[config.mk]
export PLATFORM = sky130hd
export DESIGN_NAME = handshake_sync_arb
export DESIGN_NICKNAME = d
export VERILOG_FILES = /design/src/rtl/handshake_sync_arb_pkg.sv /design/src/rtl/handshake_sync_arb_rr_pick.sv /design/src/rtl/handshake_sync_arb.sv
export SDC_FILE = /design/constraint.sdc
export NUM_CORES = 1
export LEC_CHECK = 0
export CAP_MARGIN = 15
export CELL_PAD_IN_SITES_DETAIL_PLACEMENT = 1
export CELL_PAD_IN_SITES_GLOBAL_PLACEMENT = 1
export CORE_ASPECT_RATIO = 1.5
export CORE_MARGIN = 5
export CORE_UTILIZATION = 28
export CTS_CLUSTER_SIZE = 25
export DETAILED_ROUTE_END_ITERATION = 10
export PLACE_DENSITY_LB_ADDON = 0.2
export SLEW_MARGIN = 10
export SYNTH_ARGS = -nofsm -noshare
export SYNTH_HDL_FRONTEND = slang
export SYNTH_SLANG_ARGS = --single-unit
[constraint.sdc]
create_clock -name clk_i -period 3.1 [get_ports clk_i]
set_clock_uncertainty 0.05 [all_clocks]
set_input_delay 0.62 -clock clk_i [delete_from_list [all_inputs] [get_ports clk_i]]
set_output_delay 0.62 -clock clk_i [all_outputs]
set_load 0.005 [all_outputs]
[src/rtl/handshake_sync_arb_pkg.sv]
// Shared types and constants for the handshake_sync channel arbiter.
// Imported by the arbiter top level.
package handshake_sync_arb_pkg;

    localparam int unsigned XFER_CNT_W = 16;

    typedef enum logic [1:0] {
        StIdle     = 2'd0,
        StLaunch   = 2'd1,
        StWaitDrop = 2'd2,
        StWaitDone = 2'd3
    } arb_state_e;

endpackage

[src/rtl/handshake_sync_arb_rr_pick.sv]
// Combinational round-robin picker: first eligible index at or after ptr_i, wrapping.
// Produces a one-hot grant, its binary index and an any-eligible flag.
module handshake_sync_arb_rr_pick #(
    parameter int unsigned N_REQ = 4,
    parameter int unsigned ID_W  = $clog2(N_REQ)
) (
    input  logic [N_REQ-1:0] eligible_i,
    input  logic [ID_W-1:0]  ptr_i,
    output logic [N_REQ-1:0] grant_o,
    output logic [ID_W-1:0]  idx_o,
    output logic             any_o
);

    int unsigned     pos;
    logic [ID_W-1:0] pos_idx;

    always_comb begin
        grant_o = '0;
        idx_o   = '0;
        any_o   = 1'b0;
        pos     = 0;
        pos_idx = '0;
        for (int unsigned i = 0; i < N_REQ; i++) begin
            // Walk offsets from the pointer; the first hit wins.
            pos     = (32'(ptr_i) + i) % N_REQ;
            pos_idx = ID_W'(pos);
            if (!any_o && eligible_i[pos_idx]) begin
                any_o            = 1'b1;
                grant_o[pos_idx] = 1'b1;
                idx_o            = pos_idx;
            end
        end
    end

endmodule

[src/rtl/handshake_sync_arb.sv]
// Shares one handshake_sync channel among N_REQ requesters: round-robin grant, held
// {id, payload} word, single launch pulse, then wait for the ready drop/return cycle.
module handshake_sync_arb
    import handshake_sync_arb_pkg::*;
#(
    parameter int unsigned N_REQ   = 4,
    parameter int unsigned DATA_W  = 16,
    parameter int unsigned ID_W    = $clog2(N_REQ),
    parameter int unsigned DROP_TO = 8
) (
    input  logic                    clk_i,
    input  logic                    arst_n_i,
    input  logic [N_REQ-1:0]        req_en_i,
    input  logic [N_REQ*DATA_W-1:0] req_data_i,
    input  logic [N_REQ-1:0]        req_val_i,
    output logic [N_REQ-1:0]        req_ready_o,
    output logic [ID_W+DATA_W-1:0]  sync_data_o,
    output logic                    sync_val_o,
    input  logic                    sync_ready_i,
    output logic                    done_o,
    output logic                    busy_o,
    output logic [XFER_CNT_W-1:0]   xfer_cnt_o,
    output logic                    timeout_o
);

    localparam int unsigned     TMR_W    = $clog2(DROP_TO);
    localparam logic [TMR_W-1:0] TMR_LAST = TMR_W'(DROP_TO - 1);
    localparam logic [ID_W-1:0]  IDX_LAST = ID_W'(N_REQ - 1);

    arb_state_e                state_q, state_d;
    logic [ID_W-1:0]           ptr_q, ptr_d;
    logic [ID_W+DATA_W-1:0]    data_q, data_d;
    logic [TMR_W-1:0]          timer_q, timer_d;
    logic                      launch_q, launch_d;
    logic                      done_q, done_d;
    logic [XFER_CNT_W-1:0]     cnt_q, cnt_d;
    logic                      timeout_q, timeout_d;

    logic [N_REQ-1:0]          eligible;
    logic [N_REQ-1:0]          pick_grant;
    logic [ID_W-1:0]           pick_idx;
    logic                      pick_any;
    logic [DATA_W-1:0]         pick_data;
    logic                      grant_fire;

    assign eligible = req_val_i & req_en_i;

    handshake_sync_arb_rr_pick #(
        .N_REQ (N_REQ),
        .ID_W  (ID_W)
    ) u_rr_pick (
        .eligible_i (eligible),
        .ptr_i      (ptr_q),
        .grant_o    (pick_grant),
        .idx_o      (pick_idx),
        .any_o      (pick_any)
    );

    always_comb begin
        pick_data = '0;
        for (int unsigned k = 0; k < N_REQ; k++) begin
            if (pick_grant[k]) begin
                pick_data = req_data_i[k*DATA_W +: DATA_W];
            end
        end
    end

    // A grant only happens when the sync is ready to accept a new crossing.
    assign grant_fire = (state_q == StIdle) && pick_any && sync_ready_i;

    // Gated by reset so no requester sees an accept while the block is held in reset.
    assign req_ready_o = (grant_fire && arst_n_i) ? pick_grant : '0;

    always_comb begin
        state_d   = state_q;
        ptr_d     = ptr_q;
        data_d    = data_q;
        timer_d   = timer_q;
        launch_d  = 1'b0;
        done_d    = 1'b0;
        cnt_d     = cnt_q;
        timeout_d = timeout_q;
        unique case (state_q)
            StIdle: begin
                if (grant_fire) begin
                    data_d   = {pick_idx, pick_data};
                    ptr_d    = (pick_idx == IDX_LAST) ? '0 : pick_idx + 1'b1;
                    launch_d = 1'b1;
                    state_d  = StLaunch;
                end
            end
            StLaunch: begin
                timer_d = '0;
                state_d = StWaitDrop;
            end
            StWaitDrop: begin
                if (!sync_ready_i) begin
                    state_d = StWaitDone;
                end else if (timer_q == TMR_LAST) begin
                    // Channel never acknowledged: abandon this word, keep arbitrating.
                    timeout_d = 1'b1;
                    state_d   = StIdle;
                end else begin
                    timer_d = timer_q + 1'b1;
                end
            end
            StWaitDone: begin
                if (sync_ready_i) begin
                    done_d  = 1'b1;
                    cnt_d   = cnt_q + 1'b1;
                    state_d = StIdle;
                end
            end
            default: state_d = StIdle;
        endcase
    end

    always_ff @(posedge clk_i or negedge arst_n_i) begin
        if (!arst_n_i) begin
            state_q   <= StIdle;
            ptr_q     <= '0;
            data_q    <= '0;
            timer_q   <= '0;
            launch_q  <= 1'b0;
            done_q    <= 1'b0;
            cnt_q     <= '0;
            timeout_q <= 1'b0;
        end else begin
            state_q   <= state_d;
            ptr_q     <= ptr_d;
            data_q    <= data_d;
            timer_q   <= timer_d;
            launch_q  <= launch_d;
            done_q    <= done_d;
            cnt_q     <= cnt_d;
            timeout_q <= timeout_d;
        end
    end

    assign sync_data_o = data_q;
    assign sync_val_o  = launch_q;
    assign done_o      = done_q;
    assign busy_o      = (state_q != StIdle);
    assign xfer_cnt_o  = cnt_q;
    assign timeout_o   = timeout_q;

endmodule

==> run_results.csv <==
group,metric,value,unit
route,drtPass1Iterations,4,
logic_synthesis,synth_nets,395,
logic_synthesis,synth_edf_count,0,
global_route,grt_pass1_wl,17600,µm
power,p_per_area,798,mW/mm²
sta,hold-worst-slack,441,ps
place,routabilityCongestion,0.908,
setup_path,slowest_delay,540,ps
hold_path,holdPathEnd,"xfer_cnt_o[15]$_DFFE_PN0P_",
final_layout,fin_util,46.2,%
cts,cts-root-buf,"clkbuf_16",
setup_path,cp-start-kind,"input port",
sta,period_needed,3020,ps
logic_synthesis,synthArstFlopShare,100,%
sta,setup_violations,0,
logic_synthesis,ys_seq_elements,44,
logic_synthesis,synth_top_area_share,38.6,%
cts,cts_tree,"built",
route,viasPerCell,5.31,
global_route,antenna_found_initial,0,
logic_synthesis,synth_cells,310,
cts,hold_buffers,0,
floorplan,pin_count,117,
setup_path,cp_cell_sequence,"dlygate4sd2_1 -> and2_4 -> mux4_2 -> buf_6 -> and2_4 -> a2111oi_4 -> nor2_1 -> buf_2",
power,power_leakage,1.93,nW
global_route,grt_max_degree,45,
setup_path,reg2regPathDepth,11,
place,post_dp_cell_area,0.00436,mm²
logic_synthesis,ys.flop_type,"dfrtp_1",
cts,cts_sinks,44,
setup_path,endpoint_kind,"output port",
power,ir_worst_vdd,381,µV
setup_path,timing.critical_path.mode_cell,"and2_4",
sta,final_hold_viol_count,0,
floorplan,start_util,28.4,%
setup_path,critPathKind,"input port to output port",
setup_path,worstPathArrival,2350,ps
final_layout,drive_gt1_share,17.8,%
sta,tns,0,ps
route,antenna_left,0,
setup_path,r2r_slack,240,ps
cts,h-tree-depth,2,
cts,clk_latency,290,ps
cts,clockBufferDepth,2,
global_route,groute.usage.overall,17.8,%
sta,drv_slew,0,
floorplan,die_area,0.0123,mm²
sta,fin_crit_sh,97.4,%
final_layout,fin_area,0.00463,mm²
route,num_vias,3064,
floorplan,die_h,134,µm
sta,slew_headroom,60.2,%
global_route,overflow,0,
floorplan,fp.coreArea,0.0100,mm²
route,avgRoutedWirePerCell,19.1,µm
logic_synthesis,syn_avg_cell_area,9.19,µm²
logic_synthesis,synth_top_area_cell,"dfrtp_1",
run_status,status,"finished, final reports clean",
sta,tightest_slew,596,ps
route,first_iter_violations,49,
hold_path,hold_start,"xfer_cnt_o[15]$_DFFE_PN0P_",
setup_path,critPathMaxFanout,4,
place,io_buffers,116,
logic_synthesis,ys_seq_area_share,38.6,%
setup_path,crit_family,"buffers and inverters",
final_layout,area_delta_synth_final,62.6,%
setup_path,worstReg2RegEnd,"sync_data_o[12]$_DFFE_PN0P_",
floorplan,fp-row-count,45,
cts,numCtsBuffers,5,
logic_synthesis,yosys_warnings,0,
logic_synthesis,synth_cell_types,51,
sta,rsz0062_at_grt,"no",
job,maxCapViolCount,0,
power,finalPower,3.70,mW
logic_synthesis,synth.top_cells.by_area,"dfrtp_1 39%, nand2_1 7.6%, o221ai_1 5.2%, a2bb2oi_1 4.9%, ha_1 4.4%",
setup_path,critPathLaunch,"req_en_i[1]",
setup_path,cp_slowest_cell,"mux4_2",
setup_path,worstPathRequired,2430,ps
cts,clk_pin_slew,70,ps
final_layout,fin_nets,544,
hold_path,hold_depth,1,
global_route,first_global_vias,3374,
route,routed_wl,11000,µm
place,dp_hpwl,8360,µm
sta,fmax,0.331,GHz
final_layout,diodes,0,
floorplan,die_w,92.4,µm
route,drc,0,
setup_path,cp.buffers_inverters,3,
logic_synthesis,synth_area,0.00285,mm²
hold_path,min_path_type,"flip-flop to flip-flop",
## cells in the final DEF, fill, tap and decap left out, drive strengths merged, types with 2 or more instances in the layout
| cell | n |
|---|---|
| clkbuf | 8 |
| xor2 | 7 |
| inv | 5 |
| nand3 | 9 |
| dlygate4sd2 | 3 |
| buf | 46 |
| mux4 | 2 |
| o21ai | 12 |
| nand2b | 2 |
| o221ai | 17 |
| and3 | 12 |
| a21oi | 9 |
| nand2 | 58 |
| a31oi | 16 |
| and3b | 2 |
| a22oi | 2 |
| mux2 | 2 |
| a221oi | 2 |
| nor3 | 2 |
| nand4b | 2 |
| clkdlybuf4s15 | 4 |
| nor2 | 8 |
| xnor2 | 9 |
| a21boi | 3 |
| o21a | 2 |
| dfrtp | 44 |
| and2 | 22 |
| a2bb2oi | 16 |
| mux2i | 4 |
| clkdlybuf4s50 | 103 |
| ha | 10 |
## cells by family after synthesis
kind of cell / count (synthesis) / share of synthesized area [%]
buffers and inverters: 22 / 3.73
adders and majority gates: 10 / 4.39
DFF: 44 / 38.6
xor gates and xnor gates: 16 / 4.92
AOI/OAI and AO/OA: 88 / 23.2
muxes: 8 / 3.78
and+or+nand+nor: 122 / 21.3
## report_power, final
part           internal (mW)  total [mW]  switching (mW)
clock network          0.384       0.627           0.243
registers              0.755       0.886           0.132
logic                   1.15        2.19            1.04
## worst max-delay path by stage
| stage | to | cells past startpoint | slack, ps |
|---|---|---|---|
| after floorplan | req_ready_o[1] | 8 | 20 |
| after global placement | req_ready_o[0] | 8 | -550 |
| after detailed placement | req_ready_o[0] | 8 | -570 |
| after CTS | req_ready_o[0] | 9 | 6 |
| after global routing | req_ready_o[1] | 8 | 1 |
| final | req_ready_o[1] | 8 | 80 |
## layer usage
| metal | wire [µm] | part of all wire [%] | GRT usage (%) | vias up |
|---|---|---|---|---|
| li1 | - | - | - | 1444 |
| met2 | 6050 | 55 | 34.2 | 90 |
| met5 | 0 | 0 | 0 | - |
| met4 | 219 | 2.0 | 5.45 | 0 |
| met3 | 557 | 5.1 | 3.33 | 14 |
| met1 | 4180 | 38 | 19.3 | 1516 |
## flip-flops by register name, summed over array words and instances (netlist names), named ones only
signal       cells
sync_data_o     18
xfer_cnt_o      16
timer_q          3
state_q          2
done_o           1
ptr_q            1
sync_val_o       1
timeout_o        1
## layout make-up
class,count,area (µm²)
Fill cell,1142,5390
Multi-Input combinational cell,244,1740
Timing Repair Buffer,159,1450
Sequential cell,44,1100
Tap cell,117,146
Clock buffer,5,125
Clock inverter,3,46.3
Inverter,5,18.8
## stage by stage
step	setup slack [ps]	std cells
floorplan	18.9	310
global placement	-549	563
detailed placement	-570	563
CTS	5.70	577
global route	1.24	577
finish	79.3	577
## synth_stat cells (all sizes together) (3+ instances only)
master and instances:
clkbuf 10, a21oi 9, a21boi 3, o21ai 12, nor2 8, mux2i 4, a31oi 16, xor2 7
dfrtp 44, nand3 9, nand2 58, ha 10, and2 22, and3 12, xnor2 9, a2bb2oi 16
o221ai 17, inv 4, buf 7
## repair_timing
item / in CTS / in global routing
endpoints found under the hold margin: 0 / 0
gates resized for setup: 42 / 9
buffers inserted: 6 / 1
pin swaps: 5 / 4
gates cloned: 0 / 0
endpoints found under the setup margin: 4 / 4
Note: power is estimated with default switching activity, not from simulation.
